[src/rtl/iter_shift_unit.sv]
// Multi-cycle shifter for the execute stage: SLL/SRL/SRA/ROR, shifting up to STEP bits per
// cycle under a start/ready/done handshake, with a kill that abandons an operation in flight.
module iter_shift_unit #(
   parameter int unsigned WIDTH = 32,
   parameter int unsigned SAW   = 5,
   parameter int unsigned STEP  = 1
) (
   input  logic             clk,
   input  logic             resetn,
   input  logic             start,
   input  logic             kill,
   input  logic [1:0]       mode,
   input  logic             var_amt,
   input  logic [SAW-1:0]   sa,
   input  logic [WIDTH-1:0] rs,
   input  logic [WIDTH-1:0] rt,
   output logic             ready,
   output logic             busy,
   output logic             done,
   output logic [WIDTH-1:0] result
);

   typedef enum logic [1:0] {StIdle, StShift, StDone} state_e;

   localparam logic [SAW-1:0] StepAmt = SAW'(STEP);

   state_e             state_q, state_d;
   logic [WIDTH-1:0]   data_q, data_d;
   logic [WIDTH-1:0]   result_q, result_d;
   logic [SAW-1:0]     rem_q, rem_d;
   logic [1:0]         mode_q, mode_d;
   logic [SAW-1:0]     step_k;
   logic [2*WIDTH-1:0] rot;
   logic [WIDTH-1:0]   shifted;

   // Only the low SAW bits of rs select an amount.
   logic unused_rs;
   assign unused_rs = ^rs[WIDTH-1:SAW];

   always_comb begin
      step_k  = (rem_q < StepAmt) ? rem_q : StepAmt;
      rot     = {data_q, data_q} >> step_k;
      shifted = data_q;
      unique case (mode_q)
         2'b00: shifted = data_q << step_k;
         2'b01: shifted = data_q >> step_k;
         // The MSB never changes across SRA steps, so it is always the captured sign bit.
         2'b10: shifted = $signed(data_q) >>> step_k;
         2'b11: shifted = rot[WIDTH-1:0];
      endcase
   end

   always_comb begin
      state_d  = state_q;
      data_d   = data_q;
      rem_d    = rem_q;
      mode_d   = mode_q;
      result_d = result_q;
      case (state_q)
         StIdle: begin
            if (start) begin
               data_d  = rt;
               mode_d  = mode;
               rem_d   = var_amt ? rs[SAW-1:0] : sa;
               state_d = StShift;
            end
         end
         StShift: begin
            if (kill) begin
               state_d = StIdle;
            end else if (rem_q != '0) begin
               data_d = shifted;
               rem_d  = rem_q - step_k;
            end else begin
               result_d = data_q;
               state_d  = StDone;
            end
         end
         StDone:  state_d = StIdle;
         default: state_d = StIdle;
      endcase
   end

   always_ff @(posedge clk) begin
      if (!resetn) begin
         state_q  <= StIdle;
         data_q   <= '0;
         rem_q    <= '0;
         mode_q   <= '0;
         result_q <= '0;
      end else begin
         state_q  <= state_d;
         data_q   <= data_d;
         rem_q    <= rem_d;
         mode_q   <= mode_d;
         result_q <= result_d;
      end
   end

   assign ready  = (state_q == StIdle);
   assign busy   = (state_q != StIdle);
   assign done   = (state_q == StDone);
   assign result = result_q;

endmodule
[config.mk]
export PLATFORM = sky130hd
export DESIGN_NAME = iter_shift_unit
export DESIGN_NICKNAME = d
export VERILOG_FILES = /design/src/rtl/iter_shift_unit.sv
export SDC_FILE = /design/constraint.sdc
export NUM_CORES = 1
export LEC_CHECK = 0
export ABC_CLOCK_PERIOD_IN_PS = 2000
export BUFFER_PORTS_ARGS = -buffer_cell sky130_fd_sc_hd__buf_2
export CAP_MARGIN = 40
export CORE_ASPECT_RATIO = 0.5
export CORE_UTILIZATION = 30
export CTS_BUF_LIST = sky130_fd_sc_hd__clkbuf_8
export DETAILED_ROUTE_END_ITERATION = 8
export GPL_ROUTABILITY_DRIVEN = 0
export GPL_TIMING_DRIVEN = 0
export HOLD_SLACK_MARGIN = 0.1
export SYNTH_ARGS = -nofsm -noshare
export SYNTH_HDL_FRONTEND = slang
export SYNTH_SLANG_ARGS = --single-unit
[constraint.sdc]
create_clock -name clk -period 2 [get_ports clk]
set_input_delay 0.6 -clock clk [delete_from_list [all_inputs] [get_ports clk]]
set_output_delay 0.6 -clock clk [all_outputs]
set_load 0.01 [all_outputs]
==> After elaboration in Yosys (flattened, before gate mapping) <==
Index checks and enable logic that the tools add are counted.
{ "classes": {"add_sub_neg": 1, "mul": 0, "n_div": 0, "order_cmp": 1, "n_eq_ne": 9, "shift": 4, "muxes": 15, "bitwise_logic": 2, "n_reduce_logical": 9} }
{ "op_table": {"columns": ["op", "n"], "rows": [
  ["32-bit case mux with 4 select lines", 1],
  ["32-bit two-way mux", 3],
  ["32-bit case mux with 2 select lines", 1],
  ["64-bit by 5-bit >> shifter with 32-bit output", 1],
  ["32-bit by 5-bit left shift with 32-bit output", 1],
  ["32-bit by 5-bit >> shifter with 32-bit output", 1],
  ["32-bit by 5-bit >>> shifter with 32-bit output", 1],
  ["5-bit two-way mux", 5],
  ["5-bit case mux with 2 select lines", 1],
  ["2-bit == test (second input constant)", 3],
  ["2-bit two-way mux", 3],
  ["2-bit != test (second input constant)", 3],
  ["5-bit by 1-bit less-than comparator with 1-bit output (second input constant)", 1],
  ["5-bit nonzero test", 1],
  ["5-bit subtractor", 1],
  ["2-bit by 1-bit == test with 1-bit output (second input constant)", 2],
  ["2-bit logical NOT", 2],
  ["2-bit case mux with 2 select lines", 1],
  ["2-bit AND reduction", 2],
  ["4-bit AND reduction", 1],
  ["2-bit nonzero test", 2],
  ["3-bit != test (second input constant)", 1],
  ["3-bit AND reduction", 1],
  ["1-bit NOT", 2]
]} }
{ "totals": {"register_bits": 73, "latchBits": 0, "mem_bits_rw": 0, "mem_bits_ro": 0, "in_bits": 76, "output_inout_bits": 35, "wordCells": 46, "memories": 0} }

==> Longest topological paths before layout <==
Gate-level depths: netlist of the first run.
{ "depth": {"ltp_word": 7, "mapped_depth": 7, "ltp_nobuf": 7} }

==> Least setup slack after synthesis of the first run <==
No wires, ideal clock.
{ "synth_path": {"path_kind": "input-to-reg", "startpoint": "input port kill", "endpoint": "register data_q[14]", "setup_ns": 0.142, "t_arrival_ns": 1.641, "required_time_ns": 1.858, "setup_slack_ns": 0.216, "stages": 6, "path_buffers": 2, "cell_sequence": "nand2b_1 > a21o_1 > clkbuf_1 > nor2_1 > clkbuf_1 > a311oi_1"} }
{ "synth_between": {"elab_chain_cells": 2} }
{ "synth_rtl": {"columns": ["item", "line", "source"], "rows": [
  ["from (decl)", "11", "input logic kill,"],
  ["2-bit != test (no line)", null, null],
  ["4-bit AND reduction (no line)", null, null],
  ["to (signal assigned)", "93", "data_q <= data_d;"],
  ["to (decl)", "28", "logic [WIDTH-1:0] data_q, data_d;"]
]} }
No other way between the ends.
A chain may end at the register's enable or synchronous reset.

==> Worst setup path in the final report of the first run <==
{ "layout_path": {"startpoint": "register rem_q[2]", "endpoint": "register result_q[29] (netlist: result[29])"} }
{ "layout_between": {"elab_chain_cells": 3} }
{ "layout_rtl": {"columns": ["item", "line", "source"], "rows": [
  ["from (decl)", "30", "logic [SAW-1:0] rem_q, rem_d;"],
  ["from (signal assigned)", "94", "rem_q <= rem_d;"],
  ["5-bit nonzero test", "71", "end else if (rem_q != '0) begin"],
  ["1-bit NOT (no line)", null, null],
  ["3-bit AND reduction (no line)", null, null],
  ["to (signal assigned)", "96", "result_q <= result_d;"],
  ["to (decl)", "29", "logic [WIDTH-1:0] result_q, result_d;"]
]} }
No other way between the ends.

==> results.txt, run 1 <==
* Result of the run: finished clean
- Die W: 155.3 microns
* CP Max Fanout: 10
* Share of cells above drive strength 1: 25.36%
* Syn nets: 530
- In this run the vertical extent of the chip is 78.63 microns.
- The critical path contains buffers and inverters numbering 2 combined.
- Maximum number of pins on one net before global-route repair: 12
- Number of ports placed on the die boundary: 111
* Leakage component of the power: 0.001790 uW
- Synthesis warning total: 0
- The filler cells instantiated in the layout total 1235.
- TritonCTS created 9 clock buffers.
- Average cell area after synthesis: 7.778 sq um
- The number of max-slew violations in the final report was 0.
* H-tree depth reported by CTS: 3
- The cell sitting at the root of the clock tree is a sky130_fd_sc_hd__clkbuf_8.
- Among all cell types in the netlist, the one instantiated most often is sky130_fd_sc_hd__nand2_1.
* Residual DRC count: 0
- DP Wirelength: 7659 microns
- Dividing the detail-routed via count by the number of cells gives 5.024.
* Synthesized instance count: 453
- Routed len/inst: 15.00 microns
- Proportion of register bits with asynchronous set or reset after synthesis: 0%
- Sort of element at the start of the critical path: register
- The most used flip-flop cell after synthesis is sky130_fd_sc_hd__dfxtp_1.
- On the critical path, the stage with the largest delay is an instance of sky130_fd_sc_hd__or4_4.
- Depth of the critical timing path with buffers and inverters included: 6
* Share of the cycle needed by the critical path after routing: 95.28%
- Static timing analysis puts the maximum clock frequency at 524.8 MHz.
- Max-Slew Margin vs Limit: 60.67%
- Total power for the finished layout comes to 3753 uW.
* Source-to-sink clock delay at the later pin of the worst-skew pair: 0.35 ns
- Across the run, the number of max-cap violations was 0.
- Proportion of synthesized chip area in sequential cells: 41.48%
- Global routing used 18.10% of the available tracks.
* Reg2Reg Depth: 6
* Total of flip-flops plus latches after synthesis: 73
- By area the synthesized netlist is led by sky130_fd_sc_hd__dfxtp_1 41%, sky130_fd_sc_hd__nand2_1 14%, sky130_fd_sc_hd__a21oi_1 8.2%, sky130_fd_sc_hd__mux2_2 5.4%, sky130_fd_sc_hd__a311oi_1 4.0%.
- The cell that appears most often on the critical path is sky130_fd_sc_hd__buf_6.
* Post-synth cell types: 42
* Setup Buffers After CTS: 0
- Detailed Route WL: 10610 microns
* Number of antenna violations at the first check in global routing: 0
- First-pass GRT wire length: 17280 microns
- Total number of nets in the final design: 621
- Die ar.: 12210 sq um
- Mapped cell area: 3523 sq um
* Layout Area Growth over Synthesis: 23.30%
- Hold Path Cell Cnt: 2
* Remaining global-route overflow: 0
- At the pin with the least slew margin, the transition time is 0.5899 ns.
* Worst path arrival time: 2.12 ns
* Final number of setup-violating endpoints: 0
- Once detail routing completed, the nets flagged for antenna violations numbered 0.
* Final Hold Vio Count: 0
- Initial core utilization: 31.41%
* Worst clock skew: 0.01127 ns
* Area share of the largest cell type after synthesis: 41.48%
- Critical Path Max Stage Delay: 0.54 ns
- Row generation in the floorplan step produced 27 rows.
* Number of port buffers: 82
* Number of global-route vias before repair: 3425
- VDD sags by at most 0.0003276 V.
- CP delay by family, top: simple AND/OR/NAND/NOR gates
- The biggest area contributor in the post-synthesis netlist is sky130_fd_sc_hd__dfxtp_1.
- In this run the standard cell core region covers 11220 sq um.
- STA classifies the critical path endpoint as a register.
- The routed layout has 3552 vias.
- Shortest clock period the worst path allows after layout: 1.906 ns
* Number of synthesized flops with an enable pin: 0
- For this block, the initial DRC count from the detailed router was 239.
* Total inserted antenna cells: 0
* Most frequent cells after synthesis: 129 x sky130_fd_sc_hd__nand2_1, 73 x sky130_fd_sc_hd__dfxtp_1, 58 x sky130_fd_sc_hd__a21oi_1, 28 x sky130_fd_sc_hd__clkbuf_1, 23 x sky130_fd_sc_hd__nor2_1
- Number of detailed-routing iterations run before antenna repair: 4
- Clock slew at the register clock pins of the worst setup and hold paths: 0.07 ns
- TritonCTS built the clock tree.
- Class of the tightest hold or removal check: register to register
- Dividing total power by cell area gives a power density of 863.9 nW/um^2.
* Kind of critical path: register to register
* Final core area utilization: 38.73%
- RSZ-0062 raised after global routing: true
- CTS max path bufs: 2
* Crit-path cells: or3_4 > or4_4 > buf_6 > buf_6 > nand2_1 > a21oi_1
- Data required time at the worst endpoint: 2.22 ns
- Clk sink count: 73
## layout make-up
| type | count | area [sq um] | share of cell area, % |
|---|---|---|---|
| inverter | 5 | 18.77 | 0.4320 |
| multi-input combinational | 336 | 1882 | 43.32 |
| sequential | 73 | 1461 | 33.64 |
| clock buffer | 10 | 137.6 | 3.168 |
| buffer | 37 | 185.2 | 4.263 |
| clock inverter | 5 | 50.05 | 1.152 |
| timing repair buffer | 82 | 410.4 | 9.447 |
| tap | 159 | 198.9 | 4.579 |
## routing by layer
metal	share of wire (%)	up-vias	global-route usage, %
li1	-	1787	-
met2	46	87	29.10
met4	0.48	0	4.118
met5	0	-	0
met1	48	1674	23.92
met3	6.2	4	5.246
## cell usage in the layout (no fill, tap or decap), drive strengths merged, types with 2 or more instances in the layout
master and instances:
a21oi 58, dfxtp 73, nor2 23, mux2i 2, nor2b 4, a41o 13
a21o 2, nand2b 4, mux2 17, or4 2, nand3 21, a311oi 16
clkbuf 35, a211oi 3, o221a 2, a31oi 4, nor3 3, nand2 129
o22ai 14, inv 8, buf 94, or2 2, o21ai 4
## registers in the layout, summed over array words and instances (netlist names)
register,flops
data_q,32
result,32
rem_q,5
mode_q,2
state_q,2
## through the flow
stage	setup WS, ns	instances	hold WS, ns	setup TNS, ns	area, sq um
global placement	-0.3645	694	0.4409	-8.902	4133
CTS	0.008122	709	0.4542	0	4332
finish	0.09438	707	0.4505	0	4344
detailed placement	-0.3196	694	0.4441	-8.122	4133
floorplan	0.2164	453	0.4507	0	3523
global route	-0.02381	707	0.4759	-0.1089	4344
## logic make-up after synthesis
kind of cell,after synthesis,share of synthesized area [%]
AND/OR/NAND/NOR,192,23.08
adder cells (fa/ha/maj),1,0.3551
flip-flops,73,41.48
buffers and inverters,44,5.788
AO/OA/AOI/OAI,124,23.30
multiplexers,19,6.001
## power by group
group | leakage (uW) | switching (uW) | total [uW] | internal [uW]
registers | 0.000597 | 134 | 1710 | 1580
logic | 0.00109 | 552 | 908 | 356
clock network | 0.000106 | 541 | 1130 | 593
## what timing repair did
| item | in CTS | in global routing |
|---|---|---|
| resized for setup | 3 | 13 |
| endpoints found under the setup margin | 27 | 62 |
| hold buffers | 0 | 0 |
## final timing paths
kind | start | end | slack, ns
max | rem_q[2] | result[29] | 0.09
min | result[8] | result[8] | 0.45
max reg2reg | rem_q[2] | result[29] | 0.09
min reg2reg | result[8] | result[8] | 0.45
## worst register-to-register path, stage by stage (launching register included)
cell and delay (ns):
sky130_fd_sc_hd__dfxtp_1 0.36, sky130_fd_sc_hd__or3_4 0.45, sky130_fd_sc_hd__or4_4 0.54, sky130_fd_sc_hd__buf_6 0.15, sky130_fd_sc_hd__buf_6 0.14, sky130_fd_sc_hd__nand2_1 0.07
sky130_fd_sc_hd__a21oi_1 0.06
(Power assumes the default switching activity.)
==> run 2, diff against run 1 <==
--- a/config.mk
+++ b/config.mk
@@ -9,6 +9,7 @@
 export BUFFER_PORTS_ARGS = -buffer_cell sky130_fd_sc_hd__buf_2
 export CAP_MARGIN = 40
 export CORE_ASPECT_RATIO = 0.5
+export CORE_MARGIN = 2
 export CORE_UTILIZATION = 30
 export CTS_BUF_LIST = sky130_fd_sc_hd__clkbuf_8
 export DETAILED_ROUTE_END_ITERATION = 8
==> run 2 against run 1 <==
  * Register-to-register slack hardly changed
  * Fmax grew 0.26%
  * Final area is 0.37% higher
  * Cell count increased by 0.14%
  * Non-clock buffer count unchanged
  * Clock power about the same
  * Routed wire length grew 1.5%
  * Flip-flop and latch count is the same
  * Via count grew 1.5%
  * Combinational power increased by 1%
  * First-iteration DRC count down 6.3%
  * Critical path type unchanged
  * Largest power group unchanged
==> results.txt, run 2 (synthesis results as in run 1) <==
- After routing the design area is 4360 sq um.
- CP Max Fanout: 10
- The number of hold violations in the final report came to 0.
* Starting DRC count in detailed routing: 224
- The worst setup path is of the register to register kind.
* Clock buffer count from CTS: 9
* Source-to-sink clock delay at the later pin of the worst-skew pair: 0.36 ns
* CTS max path bufs: 2
* Dpl cell area: 4133 sq um
* Number of port buffers: 82
- Leaving out fill and tap cells, the most frequent cell in the layout is sky130_fd_sc_hd__nand2_1.
* Via count of the routed design: 3604
* Total of hold buffers inserted after clock tree synthesis: 0
* Critical-path cell with the highest stage delay: sky130_fd_sc_hd__or4_4
- Setup repair after global routing left no endpoint under its margin.
- Clock slew at the register clock pins of the worst setup and hold paths: 0.08 ns
- Height of the die: 80.63 microns
- Number of vias per cell: 5.090
- Power density of the placed cells: 864.6 nW/um^2
- Remaining global-route overflow: 0
- Clock tree synthesis found a total of 73 sinks.
- Total number of nets in the final design: 621
- The signal on the critical path passes through or3_4 > or4_4 > buf_6 > buf_6 > nand2_1 > a21oi_1.
- The kind of cell with the highest combined delay along the critical path is simple AND/OR/NAND/NOR gates.
- Cts repair resizes: 4
- After floorplanning, the core was divided into 27 placement rows.
* Worst hold-check slack: 0.4510 ns
- Multi-input gate area in the final layout: 1894 sq um
- The via count of the first global-routing pass was 3379.
- The number of antenna violations at the first check in global routing was 0.
- The tightest min-delay check is of the register to register type.
- In this run the standard cell core region covers 11220 sq um.
* Share of the cycle needed by the critical path after routing: 95.03%
- Global-route usage over all layers: 17.53%
* Detailed Route WL: 10770 microns
* Remaining antenna violation count after routing: 0
* Kind of end point of the critical path: register
* Peak Freq: 526.1 MHz
* Number of filler cells placed in the layout: 1238
* Setup Buffers After CTS: 0
* CTS tree: done
- Of the cells placed in the final design, the portion with a size suffix greater than 1 is 26.41%.
- Sort of element at the start of the critical path: register
* Initial core utilization: 31.41%
- In this design, the stage delay of the slowest critical-path cell is 0.53 ns.
* Number of ports placed on the die boundary: 111
* Count of maximum capacitance violations: 0
- For the pin with the worst max-slew slack, the measured transition is 0.6110 ns.
- The clock tree synthesis step divided the H-tree into 3 levels.
* Die ar.: 12680 sq um
- Relative to the synthesized area, the layout overhead comes to 23.76%.
- Once detailed placement completed, the half-perimeter wirelength came to 7699 microns.
* Maximum number of pins on one net before global-route repair: 13
* Worst clock skew: 0.006948 ns
- Before antenna repair, the detailed router went through 4 iterations.
- Worst path arrival time: 2.12 ns
- Leakage component of the power: 0.001798 uW
* First-pass GRT wire length: 17300 microns
- The run finished with clean final reports.
* Largest vdd supply drop: 0.0002691 V
* Worst path bufs/invs: 2
- For the finished layout, the period the worst path requires is 1.901 ns.
* Max-Slew Margin vs Limit: 59.27%
* Sequential cell area: 1461 sq um
- Clock tree synthesis selected as its root buffer the cell sky130_fd_sc_hd__clkbuf_8.
- The repair_antennas step left the layout with diodes totalling 0.
* Max-slew violations: 0
- After detailed routing, the number of remaining DRC violations is 0.
- From left edge to right edge, the die measures 157.3 microns.
* Final number of setup-violating endpoints: 0
- Leading cell types in the layout, fill and taps excluded: 129 x sky130_fd_sc_hd__nand2_1, 86 x sky130_fd_sc_hd__buf_2, 73 x sky130_fd_sc_hd__dfxtp_1
- Data on the critical path is required at its endpoint by 2.22 ns.
- After detailed routing, the average wire length per cell comes to 15.21 microns.
- Cell mode on critical path: sky130_fd_sc_hd__buf_6
## run 2: changes by cell type in the layout (fill, tap and decap cells not counted)
| cell | change |
|---|---|
| sky130_fd_sc_hd__nand3_1 | -1 |
| sky130_fd_sc_hd__clkbuf_8 | -1 |
| sky130_fd_sc_hd__clkbuf_1 | -1 |
| sky130_fd_sc_hd__clkinvlp_4 | +1 |
| sky130_fd_sc_hd__nand3_4 | +1 |
| sky130_fd_sc_hd__buf_1 | -2 |
| sky130_fd_sc_hd__clkbuf_2 | +3 |
| sky130_fd_sc_hd__inv_1 | -1 |
| sky130_fd_sc_hd__clkinv_2 | +2 |
## run 2: report_power, final
group	total, uW	internal (uW)	leakage [uW]	switching [uW]
sequential	1710	1580	0.000597	135
clock	1140	565	0.000102	575
combinational	919	359	0.00110	560
total	3770	2500	0.00180	1270
## run 2: metal layers
layer  GRT usage [%]  part of all wire, %
met3           4.911                  6.8
met5               0                    0
met2           28.25                   45
met4           4.364                  1.1
met1           23.18                   47
## run 2: through the flow
step,worst slack [ns],TNS (ns),total power [uW],utilization (%),std cells
after detailed placement,-0.3681,-9.416,2624,36.85,694
after floorplan,0.2164,0,2331,-,453
final,0.09932,0,3770,38.88,708
after global placement,-0.3624,-8.947,2612,36.85,694
after global routing,0.003244,0,3981,38.88,708
after CTS,0.009190,0,3770,38.63,710
## run 2: final timing paths
check / startpoint / to / slack, ns / depth (start not counted)
min: result[8] / result[8] / 0.45 / 2
max reg2reg: rem_q[2] / result[27] / 0.1 / 6
max: rem_q[2] / result[27] / 0.1 / 6
min reg2reg: result[8] / result[8] / 0.45 / 2
## run 2: final cells by class
cell class	count	share of cell area, %
Multi-Input combinational cell	336	43.44
Tap cell	159	4.562
Timing Repair Buffer	82	9.412
Buffer	37	4.333
Clock buffer	9	2.841
Clock inverter	7	1.463
Inverter	5	0.4304
Sequential cell	73	33.52
## run 2: tightest hold or removal path: stages (launching register included)
cell,delay (ns)
sky130_fd_sc_hd__dfxtp_1,0.31
sky130_fd_sc_hd__nand2_1,0.05
sky130_fd_sc_hd__a21oi_1,0.05
